`src/rtl/matmul_engine.sv`:
```
// Square signed matrix multiplier over external synchronous RAMs: C = A*B or C = C + A*B.
// One MAC per cycle, column-major storage, results written in linear C address order.
module matmul_engine #(
  parameter int N     = 8,
  parameter int DW    = 8,
  parameter int CNT_W = 16,
  localparam int LOG_N = $clog2(N),
  localparam int AW    = 2 * LOG_N,
  localparam int ACC_W = 2 * DW + LOG_N
) (
  input  logic                    clk,
  input  logic                    reset,
  input  logic                    start,
  input  logic                    mode,
  output logic [AW-1:0]           a_addr,
  input  logic signed [DW-1:0]    a_rdata,
  output logic [AW-1:0]           b_addr,
  input  logic signed [DW-1:0]    b_rdata,
  output logic [AW-1:0]           c_raddr,
  input  logic signed [ACC_W-1:0] c_rdata,
  output logic                    c_we,
  output logic [AW-1:0]           c_waddr,
  output logic signed [ACC_W-1:0] c_wdata,
  output logic                    busy,
  output logic                    done,
  output logic [CNT_W-1:0]        clock_count
);

  localparam int IW = 3 * LOG_N;

  typedef enum logic [1:0] {IDLE = 2'd0, RUN = 2'd1, FINISH = 2'd2} state_t;

  state_t               state_r, state_n_s;
  logic [IW-1:0]        idx_r, idx_n_s;
  logic                 accept_s, run_n_s, issue_s;
  logic                 mode_r, busy_r, done_r;
  logic [CNT_W-1:0]     cnt_r;
  logic [AW-1:0]        a_addr_r, b_addr_r, c_raddr_r, c_waddr_r;
  logic                 vld_p_r, k0_p_r, c_we_r;
  logic [LOG_N-1:0]     k_s, k_n_s, r_n_s, c_n_s;
  logic [AW-1:0]        e_s, e_n_s;
  logic [2*DW-1:0]      prod_s;
  logic [ACC_W-1:0]     prod_ext_s, acc_in_s, sum_s, acc_r;

  // idx = {col, row, k}: issue order is k fastest, then linear element address
  assign k_s     = idx_r[LOG_N-1:0];
  assign e_s     = idx_r[IW-1:LOG_N];
  assign k_n_s   = idx_n_s[LOG_N-1:0];
  assign r_n_s   = idx_n_s[2*LOG_N-1:LOG_N];
  assign c_n_s   = idx_n_s[IW-1:2*LOG_N];
  assign e_n_s   = idx_n_s[IW-1:LOG_N];
  assign issue_s = (state_r == RUN);
  assign run_n_s = (state_n_s == RUN);

  // Next-state and issue-index logic
  always_comb begin
    state_n_s = state_r;
    idx_n_s   = idx_r;
    accept_s  = 1'b0;
    case (state_r)
      IDLE: begin
        if (start) begin
          state_n_s = RUN;
          idx_n_s   = {IW{1'b0}};
          accept_s  = 1'b1;
        end else begin
          state_n_s = IDLE;
        end
      end
      RUN: begin
        idx_n_s = idx_r + {{(IW-1){1'b0}}, 1'b1};
        if (idx_r == {IW{1'b1}}) begin
          state_n_s = FINISH;
        end else begin
          state_n_s = RUN;
        end
      end
      FINISH:  state_n_s = IDLE;
      default: state_n_s = IDLE;
    endcase
  end

  // State register
  always_ff @(posedge clk or posedge reset) begin
    if (reset) state_r <= IDLE;
    else       state_r <= state_n_s;
  end

  // Run control: index, mode latch, busy/done flags and saturating cycle counter
  always_ff @(posedge clk or posedge reset) begin
    if (reset) begin
      idx_r  <= {IW{1'b0}};
      mode_r <= 1'b0;
      busy_r <= 1'b0;
      done_r <= 1'b0;
      cnt_r  <= {CNT_W{1'b0}};
    end else begin
      idx_r  <= idx_n_s;
      busy_r <= (state_n_s == RUN) || (state_n_s == FINISH);
      if (accept_s) begin
        mode_r <= mode;
        done_r <= 1'b0;
        cnt_r  <= {CNT_W{1'b0}};
      end else begin
        if (state_r == FINISH) done_r <= 1'b1;
        if (busy_r && (cnt_r != {CNT_W{1'b1}})) cnt_r <= cnt_r + {{(CNT_W-1){1'b0}}, 1'b1};
      end
    end
  end

  // Read addresses registered from the next index so they line up with the RUN cycle
  always_ff @(posedge clk or posedge reset) begin
    if (reset) begin
      a_addr_r  <= {AW{1'b0}};
      b_addr_r  <= {AW{1'b0}};
      c_raddr_r <= {AW{1'b0}};
    end else if (run_n_s) begin
      a_addr_r  <= {k_n_s, r_n_s};
      b_addr_r  <= {c_n_s, k_n_s};
      c_raddr_r <= e_n_s;
    end else begin
      a_addr_r  <= {AW{1'b0}};
      b_addr_r  <= {AW{1'b0}};
      c_raddr_r <= {AW{1'b0}};
    end
  end

  // Low 2*DW bits of the sign-extended product equal the signed product
  assign prod_s     = {{DW{a_rdata[DW-1]}}, a_rdata} * {{DW{b_rdata[DW-1]}}, b_rdata};
  assign prod_ext_s = {{LOG_N{prod_s[2*DW-1]}}, prod_s};

  // Accumulator input: restart on k = 0 from zero or the old C value
  always_comb begin
    acc_in_s = acc_r;
    if (k0_p_r) begin
      if (mode_r) acc_in_s = c_rdata;
      else        acc_in_s = {ACC_W{1'b0}};
    end else begin
      acc_in_s = acc_r;
    end
  end

  assign sum_s = acc_in_s + prod_ext_s;

  // Data-return stage: MAC and write strobe one cycle behind issue
  always_ff @(posedge clk or posedge reset) begin
    if (reset) begin
      vld_p_r   <= 1'b0;
      k0_p_r    <= 1'b0;
      c_we_r    <= 1'b0;
      c_waddr_r <= {AW{1'b0}};
      acc_r     <= {ACC_W{1'b0}};
    end else begin
      vld_p_r   <= issue_s;
      k0_p_r    <= issue_s && (k_s == {LOG_N{1'b0}});
      c_we_r    <= issue_s && (k_s == {LOG_N{1'b1}});
      c_waddr_r <= issue_s ? e_s : {AW{1'b0}};
      if (vld_p_r) acc_r <= sum_s;
    end
  end

  assign a_addr      = a_addr_r;
  assign b_addr      = b_addr_r;
  assign c_raddr     = c_raddr_r;
  assign c_we        = c_we_r;
  assign c_waddr     = c_waddr_r;
  assign c_wdata     = c_we_r ? sum_s : {ACC_W{1'b0}};
  assign busy        = busy_r;
  assign done        = done_r;
  assign clock_count = cnt_r;

endmodule

```
`config.mk`:
```
export PLATFORM = sky130hd
export DESIGN_NAME = matmul_engine
export DESIGN_NICKNAME = d
export VERILOG_FILES = /design/src/rtl/matmul_engine.sv
export SDC_FILE = /design/constraint.sdc
export NUM_CORES = 1
export LEC_CHECK = 0
export ABC_CLOCK_PERIOD_IN_PS = 11400
export CORE_MARGIN = 1
export CORE_UTILIZATION = 35
export CTS_CLUSTER_SIZE = 24
export DETAILED_ROUTE_END_ITERATION = 7
export GPL_ROUTABILITY_DRIVEN = 0
export PLACE_DENSITY = 0.63
export SLEW_MARGIN = 0
export SYNTH_ARGS = -nofsm -noshare
export SYNTH_HDL_FRONTEND = slang
export SYNTH_SLANG_ARGS = --single-unit
```
`constraint.sdc`:
```
create_clock -name clk -period 11.4 [get_ports clk]
set_clock_uncertainty 0.2 [all_clocks]
set_input_delay 2.28 -clock clk [delete_from_list [all_inputs] [get_ports clk]]
set_output_delay 2.28 -clock clk [all_outputs]
set_load 0.1 [all_outputs]
```
==> results.py <==
metrics = {
    "clock_network": {
        "holdBufCountCts": 0,
        "insertion_delay_ps": 320,
        "root_buffer": "clkbuf_16",
        "clkTransAtPathRegs_ps": 50,
        "cts_tree": "done",
        "htree_levels": 3,
        "clock-sinks": 67,
        "clock_path_buffers": 2,
        "post_cts_buffers": 0,
        "cts_buffers": 9,
    },
    "yosys": {
        "yosys_warnings": 0,
        "synth.top_cell.area_share": 0.258,
        "syn_area_per_cell_um2": 8.93,
        "syn_inst": 728,
        "ys_seq_area_frac": 0.258,
        "ys_async_sr_fraction": 1.00,
        "synth.distinct_cells": 56,
        "synth_area_leaders": "dfrtp_1 (26%), fa_1 (17%), ha_1 (10%), and2_1 (7.5%), inv_1 (7.2%)",
        "synth_edf_count": 0,
        "yosysTopAreaCell": "dfrtp_1",
        "ys_seq_elements": 67,
        "synth_area_um2": 6500,
        "synth-main-ff-cell": "dfrtp_1",
        "syn-num-nets": 876,
    },
    "timing": {
        "worstMarginPinSlew_ps": 1220,
        "final_max_slew_viol_count": 0,
        "final.setup.tns_ps": 0,
        "max_slew_margin": 0.185,
        "min_period_ps": 11120,
        "setup_viol": 0,
        "fmaxAchievable_mhz": 90.0,
        "grt_setup_unrepaired": "false",
        "fin_crit_sh": 0.975,
        "hold_violations": 0,
        "setup_ws_ps": 285,
    },
    "grt": {
        "antenna_found_initial": 1,
        "grt_first_pass_wirelength_mm": 26.5,
        "grt_max_degree": 68,
        "first_global_vias": 5309,
        "grt_overflow": 0,
        "track_usage": 0.173,
    },
    "cells_and_area": {
        "drive_gt1_frac": 0.0718,
        "fin_util": 0.452,
        "final_nets": 979,
        "area_growth_pct": 25.7,
        "num_antenna_cells": 0,
    },
    "drt": {
        "ant_nets": 0,
        "route.detailed.drc": 8,
        "firstDrtPassIters": 7,
        "wl_per_cell_um": 14.6,
        "drt-total-wl_mm": 15.6,
        "initialDrtViolationCount": 234,
        "vias_per_cell": 4.83,
        "vias": 5147,
    },
    "setup_path": {
        "criticalPathCategory": "input port to output pin",
        "r2r-start": "k0_p_r",
        "end_kind": "output pin",
        "crit_start": "a_rdata[1]",
        "cp-start-kind": "input port",
        "cp.required_ps": 8920,
        "crit_arrival_ps": 8640,
        "cp_max_fo": 5,
    },
    "die": {
        "start_util": 0.359,
        "fp.dieArea_um2": 19100,
        "num_rows": 49,
        "die_w_um": 138,
        "dieHeight_um": 138,
        "io_pins": 101,
        "core-area_um2": 18100,
    },
    "placed_design": {
        "dp_hpwl_mm": 12.1,
        "io_buffer_count": 100,
        "pre_cts_ws_ps": 58.5,
    },
    "status": {
        "violations": "DRC",
        "outcome": "finished with violations",
    },
    "worst_hold_path": {
        "min-delay-path-class": "flip-flop to flip-flop",
        "min_from": "acc_r[13]",
    },
    "flow_run": {
        "timing.max_cap.violations": 0,
    },
}
-- layout make-up --
class,count,area (um^2)
Timing Repair Buffer,112,1170
Multi-Input combinational cell,517,4260
Sequential cell,67,1680
Tap cell,229,287
Fill cell,1757,9920
Clock buffer,9,225
Inverter,124,465
Clock inverter,7,80.1
-- stage by stage --
stage,cells,hold WS [ps],area (um^2)
final,1065,307,8170
after global routing,1065,330,8170
after CTS,1065,308,8140
after detailed placement,1049,296,7840
after global placement,1049,294,7840
after floorplan,728,281,6500
-- per-layer routing --
metal	global-route usage	vias up	wire, um
li1	-	2548	-
met1	0.241	2463	7440
met2	0.282	122	7270
met3	0.0239	12	641
met4	0.0455	2	196
met5	0	-	12
-- path summary, 6_finish.rpt --
path	end	slack (ps)	cells after the start
setup / recovery	c_wdata[18]	280	24
hold / removal	acc_r[13]	310	1
setup reg to reg	acc_r[18]	7140	12
hold reg to reg	acc_r[13]	310	1
max in group asynchronous	acc_r[13]	8100	3
min in group asynchronous	c_waddr[2]	2340	3
-- sequential cells by signal (all words and copies together), names as in the netlist --
name,cells
idx_r,9
busy,1
c_raddr,5
vld_p_r,1
mode_r,1
clock_count,16
c_waddr,6
state_r,2
b_addr,4
c_we,1
k0_p_r,1
done,1
acc_r,19
-- cells in the final DEF (no fill, tap or decap), drive strengths merged, types with 2 or more instances in the layout --
master,instances
clkdlybuf4s50,81
nand3,12
nand2b,4
o21a,4
o21ai,56
dfrtp,67
nor2b,8
dlymetal6s2s,6
a31oi,3
a21oi,26
a21o,6
o31ai,2
xnor2,25
and2,80
a22o,4
and3,7
o21bai,3
o211ai,2
o31a,2
mux2i,2
xor2,17
a211oi,4
ha,53
a221o,2
a21boi,3
clkbuf,9
nand2,66
mux2,4
nor2,31
fa,56
nor3,6
or3,8
o311ai,2
inv,128
nand4,7
buf,25
-- cells by family after synthesis --
logic type,share of synthesized area
muxes,0.0106
AOI/OAI and AO/OA,0.118
adders and majority gates,0.275
buffers and inverters,0.0884
and+or+nand+nor,0.190
DFF,0.258
xor gates and xnor gates,0.0612
-- synth_stat cells, types with 2 or more instances --
master,count
a21boi_0,3
a31oi_1,2
nor2_1,31
dfrtp_1,67
o21a_1,4
and2_2,2
nand2b_1,4
o21bai_1,3
mux2i_1,2
xnor2_1,24
ha_1,53
o31a_1,2
o211ai_1,2
a21o_1,6
nand3_1,12
o311ai_0,2
xor2_1,17
buf_4,9
nor3_1,6
nand4_1,6
nor2b_1,8
and3_1,6
a22o_1,4
a21oi_1,26
a211oi_1,4
mux2_2,3
clkbuf_1,10
fa_1,56
nand2_1,66
or3_1,8
o21ai_0,55
and2_1,78
inv_1,124
-- critical path: stages --
cell             delay, ps
clkdlybuf4s50_1        590
nor2b_1                100
fa_1                   530
fa_1                   530
fa_1                   550
inv_1                   50
fa_1                   520
inv_1                   40
ha_1                   340
and3_1                 200
a221o_2                410
o21ai_0                170
nand2b_1                70
a21oi_1                170
xnor2_1                160
ha_1                   310
nand3_2                130
o221ai_1               120
a221o_1                420
a211oi_2               260
o31ai_1                130
xnor2_1                170
nor2b_2                190
buf_12                 190
-- what timing repair did --
action | in CTS | in global routing
gates resized for setup | 0 | 10
setup endpoints to repair | 0 | 4
hold endpoints to repair | 0 | 0
Power is left out: the tool's default activity adds up to more than one toggle a clock period on the data nets, which glitch-free logic cannot reach.
